==> src/rtl/tremolo_pkg.sv <==
// Shared constants and the FSM state type for the tremolo VCA.
package tremolo_pkg;

  localparam int MOD_W       = 9;   // unsigned LFO value width, midpoint 256
  localparam int DEPTH_W     = 8;   // effect depth width, 0 = bypass
  localparam int GAIN_MAX    = 511; // unity-ish gain (x511/512)
  localparam int VCA_LATENCY = 19;  // capture edge to data_o register edge
  localparam int ATT_CYCLES  = 8;   // one step per depth bit

  typedef enum logic [2:0] {
    IDLE,
    ATT,
    GAIN,
    MUL,
    OUT
  } vca_state_t;

endpackage

==> src/rtl/serial_mult.sv <==
// Shift-add serial multiplier, one multiplier (b) bit per cycle, LSB first.
// Ports:
//   clk_i, rst_i  clock, asynchronous active-high reset
//   start_i       load operands and clear the accumulator (wins over stepping)
//   a_i           multiplicand, signed when A_SIGNED=1
//   b_i           unsigned multiplier
//   done_o        high during the cycle whose closing edge adds the last bit
//   product_o     running accumulator; final once the step after done_o ends
module serial_mult #(
  parameter int AW       = 16,
  parameter int BW       = 9,
  parameter bit A_SIGNED = 1'b1
) (
  input  logic             clk_i,
  input  logic             rst_i,
  input  logic             start_i,
  input  logic [AW-1:0]    a_i,
  input  logic [BW-1:0]    b_i,
  output logic             done_o,
  output logic [AW+BW-1:0] product_o
);

  localparam int PW = AW + BW;
  localparam int SW = $clog2(BW);

  logic [PW-1:0] mcand_q;
  logic [BW-1:0] mplier_q;
  logic [PW-1:0] acc_q;
  logic [SW-1:0] step_q;
  logic          run_q;
  logic          a_ext;

  // The PW-bit accumulator is wide enough that modular addition of the
  // sign-extended multiplicand yields the exact signed product.
  assign a_ext = A_SIGNED ? a_i[AW-1] : 1'b0;

  always_ff @(posedge clk_i or posedge rst_i) begin
    if (rst_i) begin
      mcand_q  <= '0;
      mplier_q <= '0;
      acc_q    <= '0;
      step_q   <= '0;
      run_q    <= 1'b0;
    end else if (start_i) begin
      mcand_q  <= {{BW{a_ext}}, a_i};
      mplier_q <= b_i;
      acc_q    <= '0;
      step_q   <= '0;
      run_q    <= 1'b1;
    end else if (run_q) begin
      if (mplier_q[0]) begin
        acc_q <= acc_q + mcand_q;
      end
      mcand_q  <= mcand_q << 1;
      mplier_q <= mplier_q >> 1;
      step_q   <= step_q + 1'b1;
      if (step_q == SW'(BW - 1)) begin
        run_q <= 1'b0;
      end
    end
  end

  assign done_o    = run_q && (step_q == SW'(BW - 1));
  assign product_o = acc_q;

endmodule

==> src/rtl/tremolo_vca.sv <==
// Tremolo VCA: applies a 9-bit LFO value as gain to a signed audio sample.
//   att  = (depth * (511 - mod)) >> 8
//   gain = 511 - att
//   out  = (data * gain) >>> 9, or data unchanged when depth == 0
// Both products share one serial multiplier.
// Ports:
//   clk_i, rst_i   system clock, asynchronous active-high reset
//   sample_tick_i  new sample strobe; accepted only in IDLE
//   data_i         signed sample
//   depth_i        effect depth
//   modulator_i    unsigned LFO value
//   data_o         modulated sample, held between valid_o strobes
//   valid_o        one-cycle strobe, data_o updated
//   busy_o         computation in flight
//   overrun_o      sticky, a tick arrived while busy
// Handshake: sample_tick_i is a fire-and-forget strobe with no ready; a tick
// seen while busy_o is high is dropped and recorded in overrun_o.
module tremolo_vca
  import tremolo_pkg::*;
#(
  parameter int DW = 16
) (
  input  logic               clk_i,
  input  logic               rst_i,
  input  logic               sample_tick_i,
  input  logic [DW-1:0]      data_i,
  input  logic [DEPTH_W-1:0] depth_i,
  input  logic [MOD_W-1:0]   modulator_i,
  output logic [DW-1:0]      data_o,
  output logic               valid_o,
  output logic               busy_o,
  output logic               overrun_o
);

  localparam int PW = DW + MOD_W;

  vca_state_t         state_q, state_d;
  logic [2:0]         cnt_q, cnt_d;
  logic [DW-1:0]      data_q;
  logic [DEPTH_W-1:0] depth_q;
  logic [DW-1:0]      out_q;
  logic               valid_q;
  logic               overrun_q;

  logic               accept;
  logic               mult_start;
  logic [DW-1:0]      mult_a;
  logic [MOD_W-1:0]   mult_b;
  logic               mult_done;
  logic [PW-1:0]      product;
  logic [MOD_W-1:0]   inv_mod;
  logic [MOD_W-1:0]   att;
  logic [MOD_W-1:0]   gain;
  logic [DW-1:0]      out_d;
  logic               unused_bits;

  assign accept  = sample_tick_i && (state_q == IDLE);
  assign inv_mod = MOD_W'(GAIN_MAX) - modulator_i;
  // After the 8 ATT steps the product is depth*(511-mod) <= 17 bits.
  assign att     = product[DEPTH_W +: MOD_W];
  assign gain    = MOD_W'(GAIN_MAX) - att;
  assign out_d   = (depth_q == '0) ? data_q : product[PW-1:MOD_W];
  // Fraction bits below the attenuation field carry no information.
  assign unused_bits = ^product[DEPTH_W-1:0];

  // In IDLE the first multiply is fed straight from the ports so it can load
  // on the capture edge; afterwards the captured sample and gain are used.
  always_comb begin
    mult_a = data_q;
    mult_b = gain;
    if (state_q == IDLE) begin
      mult_a = {{(DW - MOD_W){1'b0}}, inv_mod};
      mult_b = {1'b0, depth_i};
    end
  end

  serial_mult #(
    .AW       (DW),
    .BW       (MOD_W),
    .A_SIGNED (1'b1)
  ) u_mult (
    .clk_i     (clk_i),
    .rst_i     (rst_i),
    .start_i   (mult_start),
    .a_i       (mult_a),
    .b_i       (mult_b),
    .done_o    (mult_done),
    .product_o (product)
  );

  always_comb begin
    state_d    = state_q;
    cnt_d      = cnt_q;
    mult_start = 1'b0;
    case (state_q)
      IDLE: begin
        if (sample_tick_i) begin
          state_d    = ATT;
          cnt_d      = '0;
          mult_start = 1'b1;
        end
      end
      ATT: begin
        cnt_d = cnt_q + 1'b1;
        if (cnt_q == 3'(ATT_CYCLES - 1)) begin
          state_d = GAIN;
        end
      end
      GAIN: begin
        mult_start = 1'b1;
        state_d    = MUL;
      end
      MUL: begin
        if (mult_done) begin
          state_d = OUT;
        end
      end
      OUT: begin
        state_d = IDLE;
      end
      default: begin
        state_d = IDLE;
      end
    endcase
  end

  always_ff @(posedge clk_i or posedge rst_i) begin
    if (rst_i) begin
      state_q   <= IDLE;
      cnt_q     <= '0;
      data_q    <= '0;
      depth_q   <= '0;
      out_q     <= '0;
      valid_q   <= 1'b0;
      overrun_q <= 1'b0;
    end else begin
      state_q <= state_d;
      cnt_q   <= cnt_d;
      valid_q <= (state_q == OUT);
      if (accept) begin
        data_q  <= data_i;
        depth_q <= depth_i;
      end
      if (state_q == OUT) begin
        out_q <= out_d;
      end
      if (sample_tick_i && (state_q != IDLE)) begin
        overrun_q <= 1'b1;
      end
    end
  end

  assign data_o    = out_q;
  assign valid_o   = valid_q;
  assign busy_o    = (state_q != IDLE);
  assign overrun_o = overrun_q;

endmodule

==> config.mk <==
export PLATFORM = sky130hd
export DESIGN_NAME = tremolo_vca
export DESIGN_NICKNAME = d
export VERILOG_FILES = /design/src/rtl/tremolo_pkg.sv /design/src/rtl/serial_mult.sv /design/src/rtl/tremolo_vca.sv
export SDC_FILE = /design/constraint.sdc
export NUM_CORES = 1
export LEC_CHECK = 0
export ABC_AREA = 1
export CAP_MARGIN = 40
export CORE_ASPECT_RATIO = 1.4
export CORE_UTILIZATION = 40
export DETAILED_ROUTE_END_ITERATION = 10
export GPL_TIMING_DRIVEN = 0
export SYNTH_ARGS = -nofsm -noshare
export SYNTH_HDL_FRONTEND = slang
export SYNTH_SLANG_ARGS = --single-unit
==> constraint.sdc <==
create_clock -name clk_i -period 3.8 [get_ports clk_i]
set_clock_uncertainty 0.05 [all_clocks]
set_input_delay 0.57 -clock clk_i [delete_from_list [all_inputs] [get_ports clk_i]]
set_output_delay 0.57 -clock clk_i [all_outputs]
set_load 0.05 [all_outputs]
==> impl_metrics.csv, run 1 <==
group,metric,value,unit
status,outcome,"finished clean",
sta,slew_headroom,0.609,
power_and_ir_drop,vdd_drop_max,0.466,mV
cts,cts-root-buf,"clkbuf_16",
cts,clk_pin_slew,0.08,ns
setup_path,crit_path_max_incr_delay,0.89,ns
grt,antenna_found_initial,0,
route,dr_total_vias,5978,
sta,fin_tns_setup,0,ns
route,remaining_drc_errors,0,
grt,grt_remaining_overflow,0,
setup_path,crit_family,"buffers and inverters",
die,die_y,154,um
grt,grt_pass1_wl,30.3,mm
grt,busiest_layer,"met2",
cts,hold_buffers,0,
place,gp_congestion,0.886,
cts,post_cts_buffers,0,
cts,cts_buffers,9,
yosys,async_reset_ff_frac,1.00,
setup_path,start_kind,"register",
final_layout,fillers,1662,
sta,worstMarginPinSlew,0.584,ns
route,via_per_inst,5.03,
yosys,yosys_warnings,0,
cts,clk_path_buf_depth,2,
die,dieWidth,110,um
yosys,netlist_instances,919,
die,rows,55,
yosys,synth.most_common_cell,"nand2_1",
final_layout,drive_gt1_frac,0.0465,
power_and_ir_drop,powerDensity,912,nW/um^2
cts,cts_resized,0,
route,wl,19.1,mm
yosys,syn-cell-area,6590,um^2
sta,finalSetupViolCount,0,
place,port_buffers,54,
final_layout,post-route-cell-area,7720,um^2
place,dp_hpwl,15.0,mm
setup_path,required,3.18,ns
yosys,avgSynthCellArea,7.17,um^2
sta,max_freq,0.344,GHz
power_and_ir_drop,p_leak,3.97,nW
die,die_area,17000,um^2
grt,met3_usage,0.0288,
cts,cts.sinks,112,
place,placed_area,7410,um^2
yosys,synth_top_area_frac,0.425,
yosys,ys_seq_area_frac,0.425,
yosys,synth_cell_types,41,
grt,grt_max_degree,92,
yosys,synth_common_cells,"nand2_1, inv_1, dfrtp_1, nor2_1, nand3_1",
final_layout,layout.nets,1050,
die,coreArea,16100,um^2
setup_path,crit_type,"reg2out",
route,ant_nets,0,
setup_path,cp_num_buf_inv,3,
grt,globalRouteMet1Util,0.263,
final_layout,area_growth,17.1,%
sta,fin_crit_sh,0.766,
final_layout,fin_util,0.479,
sta,fin_crit,2.91,ns
die,num_io_pins,55,
sta,hold_violations,0,
cts,cts_tree,"yes",
sta,rsz0062_at_grt,"false",
yosys,ys_seq_elements,112,
grt,grt_usage,0.230,
setup_path,crit_path_cell_trace,"inv_2 > nand2_4 > clkbuf_1 > clkdlybuf4s50_1",
yosys,synth_area_leaders,"dfrtp_1, nand2_1, inv_1",
die,start_util,0.409,
setup_path,arrival,2.29,ns
route,drt_iter0_drc,398,
setup_path,cp-end-kind,"output pin",
flow_run,cap_violations,0,
cts,cts_max_level,3,
setup_path,slowest_stage,"clkdlybuf4s50_1",
final_layout,antenna_cells,0,
route,post_drt_wl_per_cell,16.1,um
cts,clk_latency,0.35,ns
min_path,hold_class,"reg2reg",
yosys,synth_edf_count,0,
setup_path,cp_max_fo,10,
yosys,synthesis.nets,984,
yosys,yosysTopAreaCell,"dfrtp_1",
yosys,synth_ff_type,"dfrtp_1",
route,dr.pass1.iters,5,
sta,slew_viol_final,0,
grt,grtUsageMet2,0.420,
grt,grt_pass1_vias,6020,
## logic make-up after synthesis
| group | share of synthesized area |
|---|---|
| AOI/OAI and AO/OA | 0.110 |
| xor gates and xnor gates | 0.0106 |
| adders and majority gates | 0.0562 |
| buffers and inverters | 0.0915 |
| DFF | 0.425 |
| and+or+nand+nor | 0.306 |
## placed cells by master, fill, tap and decap left out, types with 9 or more instances in the layout
cell	n
a21oi_1	32
o211ai_1	12
clkdlybuf4s50_1	54
dfrtp_1	112
o21ai_0	41
clkbuf_1	12
nand2_1	342
inv_1	120
ha_1	28
nor2_1	74
nand3_1	49
buf_2	9
a31oi_1	17
clkbuf_16	9
## tightest hold or removal path: stages (launching register included)
cell and delay, ns:
dfrtp_1 0.35, nand2_1 0.05, nand2_1 0.05
## per-stage QoR
step | hold WS, ns | setup slack [ns] | total power [W] | cells
after floorplan | 0.393 | 0.221 | 0.00486 | 919
after global placement | 0.405 | -1.62 | 0.00601 | 1172
after detailed placement | 0.409 | 1.30 | 0.00608 | 1173
after CTS | 0.428 | 0.900 | 0.00708 | 1188
after global routing | 0.448 | 0.813 | 0.00763 | 1188
final | 0.425 | 0.890 | 0.00704 | 1188
## path summary, 6_finish.rpt
check | from | endpoint | slack, ns | cells past startpoint
worst max-delay path | state_q[1]$_DFFE_PP0P_ | busy_o | 0.89 | 4
max in group asynchronous | rst_i | u_mult.mcand_q[12]$_DFFE_PP0P_ | 2.50 | 3
worst min register to register | depth_q[5]$_DFFE_PP0P_ | depth_q[5]$_DFFE_PP0P_ | 0.43 | 2
worst min-delay path | depth_q[5]$_DFFE_PP0P_ | depth_q[5]$_DFFE_PP0P_ | 0.43 | 2
min in group asynchronous | rst_i | data_q[2]$_DFFE_PP0P_ | 0.48 | 2
worst max register to register | u_mult.mcand_q[0]$_DFFE_PP0P_ | u_mult.product_o[12]$_DFFE_PP0P_ | 1.56 | 13
## final cells by class
| class | instances | area [um^2] | area share |
|---|---|---|---|
| clock buffer | 10 | 239 | 0.0310 |
| multi-input combinational | 654 | 3180 | 0.413 |
| sequential | 112 | 2800 | 0.363 |
| timing repair buffer | 55 | 568 | 0.0736 |
| clock inverter | 5 | 66.3 | 0.00859 |
| buffer | 25 | 120 | 0.0156 |
| inverter | 128 | 488 | 0.0632 |
| tap | 199 | 249 | 0.0323 |
## flip-flops by register name (all words and copies together) (netlist names)
signal	cells
u_mult.run_q	1
valid_o	1
u_mult.product_o	25
depth_q	8
overrun_o	1
u_mult.mplier_q	9
u_mult.mcand_q	25
data_o	16
u_mult.step_q	4
data_q	16
state_q	3
cnt_q	3
## power by group
part           leakage, nW  internal, W  switching [W]  total [W]
sequential            1.40      0.00175       0.000459    0.00221
combinational         2.43      0.00131        0.00254    0.00384
clock                0.147     0.000533       0.000454   0.000988
## per-layer routing
layer	part of all wire	wire [um]
met1	0.42	7990
met5	0	0
met3	0.027	520
met2	0.51	9780
met4	0.042	809
Note: power is estimated with default switching activity, not from simulation.
==> run 2, diff against run 1 <==
Clock period 3.8 ns to 2.63 ns, I/O delays scaled along.
==> impl_metrics.csv, run 2 (synthesized netlist as in run 1, its figures left out) <==
group,metric,value,unit
die,start_util,0.409,
setup_path,crit_path_cell_trace,"inv_2 > nand2_4 > clkbuf_1 > dlygate4sd2_1",
power_and_ir_drop,p_int,0.00531,W
place,dp_slack,0.260,ns
setup_path,arrival,1.99,ns
power_and_ir_drop,powerDensity,1320,nW/um^2
route,wl,19.0,mm
final_layout,area_growth,18.1,%
route,remaining_drc_errors,0,
power_and_ir_drop,clkPwrFrac,0.152,
cts,hold_buffers,0,
final_layout,multi_input_area,3180,um^2
cts,cts.sinks,112,
place,port_buffers,54,
setup_path,r2r_start,"u_mult.mcand_q[0]$_DFFE_PP0P_",
place,gp_congestion,0.886,
sta,slew_viol_final,0,
cts,cts_buffers,9,
final_layout,final_common_cell,"nand2_1",
final_layout,fillers,1663,
cts,cts_tree,"yes",
cts,cts-root-buf,"clkbuf_16",
route,dr.pass1.iters,5,
cts,clk_path_buf_depth,2,
setup_path,start_kind,"register",
final_layout,antenna_cells,0,
grt,grt_max_degree,37,
cts,post_cts_buffers,0,
route,drt_iter0_drc,298,
route,post_drt_wl_per_cell,16.0,um
min_path,hold_class,"in2async",
flow_run,cap_violations,0,
setup_path,crit_type,"reg2out",
route,via_per_inst,4.99,
grt,grt_pass1_wl,31.0,mm
die,die_y,154,um
power_and_ir_drop,seq_power_share,0.310,
setup_path,r2r_slack,0.34,ns
setup_path,slowest_stage,"dlygate4sd2_1",
sta,fin_crit_sh,0.924,
setup_path,r2r-end,"u_mult.product_o[24]$_DFFE_PP0P_",
final_layout,seq_area,2800,um^2
setup_path,required,2.19,ns
setup_path,cp_max_fo,10,
cts,clk_latency,0.35,ns
grt,grt_pass1_vias,6050,
power_and_ir_drop,power_frac_comb,0.538,
power_and_ir_drop,p_sw_frac,0.484,
setup_path,worst-r2r-cell-count,13,
die,rows,55,
sta,fin_ws,0.199,ns
place,dp_hpwl,15.0,mm
sta,hold_violations,0,
cts,clk_pin_slew,0.08,ns
die,die_area,17000,um^2
power_and_ir_drop,total_power,0.0103,W
route,ant_nets,0,
power_and_ir_drop,p_leak,4.00,nW
route,dr_total_vias,5938,
sta,rsz0062_at_grt,"false",
sta,fin_crit,2.43,ns
sta,slew_headroom,0.616,
die,num_io_pins,55,
cts,cts_max_level,3,
setup_path,cp-end-kind,"output pin",
sta,worstMarginPinSlew,0.575,ns
final_layout,most-common-layout-cells,"nand2_1, inv_1, dfrtp_1",
final_layout,layout.nets,1052,
grt,grt_remaining_overflow,0,
final_layout,drive_gt1_frac,0.0494,
grt,antenna_found_initial,0,
setup_path,crit_path_max_incr_delay,0.58,ns
power_and_ir_drop,p_switching,0.00498,W
die,coreArea,16100,um^2
die,dieWidth,110,um
status,outcome,"finished clean",
grt,grt_usage,0.235,
cts,cts_resized,1,
power_and_ir_drop,vdd_drop_max,0.699,mV
sta,max_freq,0.411,GHz
sta,finalSetupViolCount,0,
-- run 2: cell count changes in the layout (fill, tap and decap cells not counted), sizes merged --
cell	delta
clkinv	-1
inv	-1
buf	+2
bufinv	+1
clkdlybuf4s50	-1
clkinvlp	+1
clkbuf	+1
dlygate4sd2	+1
-- run 2: how the worst max path moves through the flow --
stage	start	endpoint	slack, ns	cells past startpoint
after floorplan	u_mult.mcand_q[0]$_DFFE_PP0P_	u_mult.product_o[24]$_DFFE_PP0P_	0.79	13
after global placement	rst_i	u_mult.mcand_q[20]$_DFFE_PP0P_	-0.38	2
after detailed placement	state_q[1]$_DFFE_PP0P_	busy_o	0.26	4
after CTS	state_q[1]$_DFFE_PP0P_	busy_o	0.18	4
after global routing	state_q[1]$_DFFE_PP0P_	busy_o	0.11	4
final	state_q[1]$_DFFE_PP0P_	busy_o	0.20	4
-- run 2: through the flow --
step                      TNS (ns)  cell area (um^2)  hold WS, ns  utilization  cells
final                            0              7780        0.272        0.483   1191
after global routing             0              7780        0.300        0.483   1191
after CTS                        0              7780        0.266        0.483   1191
after detailed placement         0              7440        0.410        0.462   1175
after global placement      -40.46              7380        0.405        0.458   1172
after floorplan                  0              6590        0.393            -    919
-- run 2: area by class of cell --
class	instances	share of cell area
clock buffers	11	0.0325
repair buffers	57	0.0770
inverters	128	0.0626
clock inverters	5	0.0113
well taps	199	0.0320
flip-flops and latches	112	0.360
multi-input cells	654	0.409
plain buffers	25	0.0154
-- run 2: critical path: cells and delay by family (launching register included) --
kind | cells | cell delay (ns)
flip-flops | 1 | 0.42
AND/OR/NAND/NOR | 1 | 0.17
buffers and inverters | 3 | 1.04
-- run 2: power by group through the flow --
stage               clock network [W]  logic, W  registers [W]
floorplan                           0   0.00362        0.00340
global placement                    0   0.00550        0.00320
detailed placement                  0   0.00558        0.00320
CTS                           0.00159   0.00560        0.00318
global route                  0.00165   0.00624        0.00327
finish                        0.00156   0.00554        0.00319
-- run 2: routing by layer --
metal / track usage / vias up / part of all wire
met5: 0 / - / 0
met4: 0.0819 / 0 / 0.026
met3: 0.0252 / 29 / 0.026
met2: 0.445 / 106 / 0.54
met1: 0.272 / 2744 / 0.41
li1: - / 3059 / -
